<file path="src/rtl/std_skid_buf.sv">
// Two-entry valid/ready skid buffer; in_ready depends only on state and rst,
// so no combinational path exists from out_ready back to in_ready.
module std_skid_buf #(
    parameter int unsigned WIDTH = 8
) (
    input  logic             clk,
    input  logic             rst,
    input  logic             flush,
    input  logic             in_valid,
    output logic             in_ready,
    input  logic [WIDTH-1:0] in_data,
    output logic             out_valid,
    input  logic             out_ready,
    output logic [WIDTH-1:0] out_data,
    output logic [1:0]       count
);

    typedef enum logic [1:0] {
        EMPTY = 2'd0,
        BUSY  = 2'd1,
        FULL  = 2'd2
    } state_t;

    state_t           state;
    logic [WIDTH-1:0] main_q;
    logic [WIDTH-1:0] skid_q;
    logic             in_fire;
    logic             out_fire;
    logic             main_en;
    logic             main_from_skid;
    logic             skid_en;

    assign in_ready  = (state != FULL) && !rst;
    assign out_valid = (state != EMPTY);
    assign count     = state;
    assign out_data  = main_q;

    assign in_fire  = in_valid && in_ready;
    assign out_fire = out_valid && out_ready;

    // Load enables for the payload flops; nothing is written during rst or flush.
    always_comb begin
        main_en        = 1'b0;
        main_from_skid = 1'b0;
        skid_en        = 1'b0;
        if (!rst && !flush) begin
            case (state)
                EMPTY: main_en = in_fire;
                BUSY: begin
                    main_en = in_fire && out_fire;
                    skid_en = in_fire && !out_fire;
                end
                FULL: begin
                    main_en        = out_fire;
                    main_from_skid = out_fire;
                end
                default: ;
            endcase
        end
    end

    always_ff @(posedge clk) begin
        if (rst) begin
            state <= EMPTY;
        end else if (flush) begin
            state <= EMPTY;
        end else begin
            case (state)
                EMPTY: if (in_fire) state <= BUSY;
                BUSY: begin
                    if (in_fire && !out_fire)      state <= FULL;
                    else if (!in_fire && out_fire) state <= EMPTY;
                end
                FULL: if (out_fire) state <= BUSY;
                default: state <= EMPTY;
            endcase
        end
    end

    // Payload storage: enable-only, no reset.
    always_ff @(posedge clk) begin
        if (main_en) main_q <= main_from_skid ? skid_q : in_data;
        if (skid_en) skid_q <= in_data;
    end

endmodule

</file>
<file path="config.mk">
export PLATFORM = sky130hd
export DESIGN_NAME = std_skid_buf
export DESIGN_NICKNAME = d
export VERILOG_FILES = /design/src/rtl/std_skid_buf.sv
export SDC_FILE = /design/constraint.sdc
export NUM_CORES = 1
export LEC_CHECK = 0
export BUFFER_PORTS_ARGS = -buffer_cell sky130_fd_sc_hd__buf_2
export CAP_MARGIN = 10
export CORE_MARGIN = 4
export CORE_UTILIZATION = 52
export DETAILED_ROUTE_END_ITERATION = 8
export PLACE_DENSITY = 0.85
export SLEW_MARGIN = 25
export SYNTH_ARGS = -nofsm -noshare
export SYNTH_HDL_FRONTEND = slang
export SYNTH_SLANG_ARGS = --single-unit
</file>
<file path="constraint.sdc">
create_clock -name clk -period 6.5 [get_ports clk]
set_input_delay 0.975 -clock clk [delete_from_list [all_inputs] [get_ports clk]]
set_output_delay 0.975 -clock clk [all_outputs]
set_load 0.01 [all_outputs]
</file>
======== Yosys cells after proc, flatten, opt, wreduce, memory -nomap -nowiden ========
Cells that the tools add are included.
word-level totals
  register bits ........................... 18
  bits in latches ......................... 0
  memory bits (writable) .................. 0
  memory bits (read-only) ................. 0
  input port bits ......................... 13
  logic and storage cells ................. 36
  memories ................................ 0
operators by class
  add/subtract/negate cells ............... 0
  $mul .................................... 0
  div/mod/pow operators ................... 0
  $lt $le $gt $ge ......................... 0
  equal/unequal tests ..................... 6
  shifts and indexed selects .............. 0
  multiplexer cells ....................... 12
  bitwise logic cells ..................... 0
  reductions and logical operators ........ 15
operators by type and width
  operator                                                         count
  2-bit two-way mux                                                4
  8-bit two-way mux                                                1
  1-bit logical AND                                                7
  2-bit != test, second input constant                             3
  2-bit one-hot mux with 3 select lines                            1
  1-bit two-way mux                                                5
  1-bit logical NOT                                                4
  3-bit != test, second input constant                             1
  1-bit one-hot mux with 3 select lines                            1
  3-bit AND reduction                                              1
  2-bit by 1-bit == test with 1-bit output, second input constant  1
  2-bit == test, second input constant                             1
  2-bit logical NOT                                                1
  2-bit nonzero test                                               1
  2-bit OR reduction                                               1

======== Logic depth before layout (Yosys ltp) ========
  word-level depth ........................ 8
  mapped depth ............................ 6
  mapped depth without buffers ............ 6

======== Worst setup path after synthesis ========
OpenSTA, ideal clock, no wires.
  path type ............................... input to register
  start ................................... input port rst
  end ..................................... register main_q[0] (netlist: out_data[0]) (enable)
  arrival ................................. 2,084 ps
  required time ........................... 6,115 ps
  setup slack ............................. 4,031 ps
  cell stages on the path ................. 4
  buffers on the path ..................... 0
  path through ............................ nor3b_1 -> ha_1 -> nand2_1 -> a21boi_0
on the way
  word-level cells in the longest chain between the ends .. 6
RTL lines
  what                                   line    RTL
  start, declared                        7       input logic rst,
  1-bit logical NOT (*)                  33, 46
  1-bit logical AND                      33      assign in_ready = (state != FULL) && !rst;
  1-bit logical AND                      38      assign in_fire = in_valid && in_ready;
  1-bit logical AND                      50      main_en = in_fire && out_fire;
  1-bit one-hot mux with 3 select lines  47      case (state)
  1-bit two-way mux (*)                  46      if (!rst && !flush) begin
  net main_en                            29      logic main_en;
  end signal, assigned                   82      if (main_en) main_q <= main_from_skid ? skid_q : in_data;
  end, declared                          25      logic [WIDTH-1:0] main_q;
Mark *: on every way through the listed nets, which the timed path passes. The rest lies on a longest branch.
A chain may end at the register's enable or synchronous reset.

======== Final worst setup path ========
  start ................................... input port rst
  end ..................................... output port in_ready
on the way
  word-level cells in the longest chain between the ends .. 2
RTL lines
  what               line  RTL
  1-bit logical NOT  33
  1-bit logical AND  33
  end, declared      10    output logic in_ready,
No other way between the ends.

==> impl_metrics.py <==
metrics = {
    "run_status": {
        "status": "finished clean",
    },
    "timing": {
        "fmaxAchievable_ghz": 0.430,
        "report.final.slew_viol_count": 0,
        "fin_skew_ns": 0.00912,
        "min_period_over_period_pct": 35.8,
        "fin_crit_ns": 2.33,
        "rsz0062_at_grt": "no",
        "tns_ns": 0,
        "hold_viol": 0,
        "fin_ws_ns": 4.17,
        "relSlewSlack_pct": 54.4,
        "setup_violations": 0,
        "worstMarginPinSlew_ns": 0.682,
    },
    "clocking": {
        "cts_hold_buf": 0,
        "cts_tree": "yes",
        "clk_pin_slew_worst_paths_ns": 0.09,
        "clock_latency_ns": 0.29,
        "clock_sinks": 18,
        "cts_buffer_depth": 2,
        "post_cts_buffers": 0,
        "numCtsBuffers": 3,
        "post_cts_resized": 0,
        "htreeDepth": 1,
        "root_buffer": "clkbuf_4",
    },
    "placed_design": {
        "place.gp.congestion": 0.800,
        "dp_slack_ns": 3.62,
        "dpl.hpwl_um": 1030,
        "io_buffers": 24,
    },
    "grt": {
        "grt_max_degree": 11,
        "overflow": 0,
        "grt_pass1_vias": 463,
        "grt_first_pass_wirelength_um": 1990,
        "grt_usage_pct": 13.9,
        "antenna_found_initial": 0,
    },
    "logic_synthesis": {
        "synth.top_cell.area_share_pct": 59.1,
        "ys_seq_area_share_pct": 64.0,
        "synthTopCellsByArea": "edfxtp_1, mux2_4, dfxtp_1",
        "synthAdderAreaFrac_pct": 3.08,
        "synth_top_family_by_area": "multiplexers",
        "yosysTopAreaCell": "edfxtp_1",
        "synth_compound_area_share_pct": 2.92,
        "synth_flop_cell": "edfxtp_1",
        "synth-simple-area-share_pct": 14.3,
        "syn_nets": 63,
        "synth.cell_area_um2": 813,
        "avgSynthCellArea_um2": 16.9,
        "yosys_warnings": 0,
        "yosysUniqueCellTypes": 20,
        "ys_ff_latch": 18,
        "postSynthCellCount": 48,
        "synth.mux.area_fraction_pct": 14.8,
        "synth_edf_count": 16,
        "async_reset_ff_share_pct": 0,
        "yosys.area_share.xor_xnor_pct": 0,
    },
    "pwr": {
        "seq_power_share_pct": 60.2,
        "leakagePower_nw": 0.450,
        "power_frac_clock_pct": 32.0,
        "intPower_uw": 170,
        "ir_drop_v": 0.000106,
        "p_switching_uw": 41.7,
        "p_sw_share_pct": 19.7,
        "p_per_area_nw_per_um2": 214,
        "comb_power_share_pct": 7.8,
        "finalPower_uw": 212,
    },
    "drt": {
        "wl_per_cell_um": 14.2,
        "dr.pass1.iters": 4,
        "wl_met1_um": 538,
        "top_layer": "met4",
        "drt_iter0_drc": 7,
        "dr_wl_met2_um": 632,
        "met3_length_um": 98,
        "avgViaCountPerCell": 5.11,
        "detail-route-antenna-nets": 0,
        "num_vias": 470,
        "drc": 0,
        "wl_um": 1310,
    },
    "critical_path": {
        "crit_start": "rst",
        "start_kind": "primary input",
        "cp_cell_sequence": "buf_2 > nor2_1 > buf_2",
        "required_ns": 5.52,
        "cpMostUsedCell": "buf_2",
        "cp_slowest_stage_delay_ns": 0.15,
        "r2r-start": "count[0]",
        "end_kind": "output port",
        "slowest_stage": "buf_2",
        "path_max_fanout": 5,
        "arrival_ns": 1.35,
        "worst-path-buf-inv": 2,
        "critPathKind": "in2out",
        "critPathTopFamily": "buffers and inverters",
    },
    "floorplan": {
        "dieArea_um2": 2260,
        "die_x_um": 47.5,
        "start_util_pct": 54.6,
        "die_h_um": 47.5,
        "row_count": 14,
        "core_area_um2": 1490,
        "ioPinCount": 25,
    },
    "cells_and_area": {
        "drive_gt1_share_pct": 55.3,
        "nets": 92,
        "layout_common_cells": "buf_2, edfxtp_1, mux2_4, clkbuf_4",
        "syn_to_final_growth_pct": 21.7,
        "n_antenna_cell": 0,
        "layout_commonest_cell": "buf_2",
    },
    "min_path": {
        "holdCritStartpoint": "skid_q[6]",
        "min_path_type": "reg2reg",
    },
    "flow_run": {
        "drv_cap": 0,
    },
}
-- synth_stat cells, types with 2 or more instances --
library cell,n
and2b_2,2
mux2_4,8
ha_1,2
edfxtp_1,16
inv_1,2
nor2_1,2
dfxtp_1,2
a21boi_0,2
-- cell type report --
class                   count  area, um2
multi-input cells          28        285
inverters                   2       7.51
well taps                  16       20.0
fillers                   101        499
flip-flops and latches     18        520
repair buffers             24        120
clock buffers               4       36.3
-- stage by stage --
step	utilization [%]	hold slack [ns]	cells	instance area [um2]
detailed placement	64.0	0.536	88	953
floorplan	-	0.527	48	813
finish	66.5	0.556	92	990
global placement	64.0	0.531	88	953
CTS	66.5	0.560	92	990
global route	66.5	0.569	92	990
-- worst paths after layout --
| kind | cells after the start | end | slack [ns] |
|---|---|---|---|
| hold reg to reg | 1 | out_data[6] | 0.56 |
| hold / removal | 1 | out_data[6] | 0.56 |
| setup reg to reg | 5 | out_data[0] | 4.40 |
| setup / recovery | 3 | in_ready | 4.17 |
-- logic make-up (layout without fill, tap and decap cells) --
group           count (synthesis)  in the layout
simple gates                   15             15
mux                             8              8
buf+inv                         2             30
compound gates                  3              3
fa+ha+maj                       2              2
flops                          18             18
-- flip-flops by register name, indices dropped and copies added, names as in the netlist --
name      cells
out_data      8
count         2
skid_q        8
-- routing by layer --
layer,vias to the layer above,track usage (%)
li1,235,-
met2,19,21.4
met4,0,11.3
met3,4,3.38
met5,-,0
met1,212,16.5
-- power groups by stage --
stage | clock network, mW | logic [mW] | registers [mW]
after detailed placement | 0 | 0.0167 | 0.130
after CTS | 0.0688 | 0.0168 | 0.128
after global placement | 0 | 0.0160 | 0.130
after floorplan | 0 | 0.00801 | 0.131
final | 0.0678 | 0.0165 | 0.128
after global routing | 0.0735 | 0.0184 | 0.128
Power figures use the tool's default switching activity.
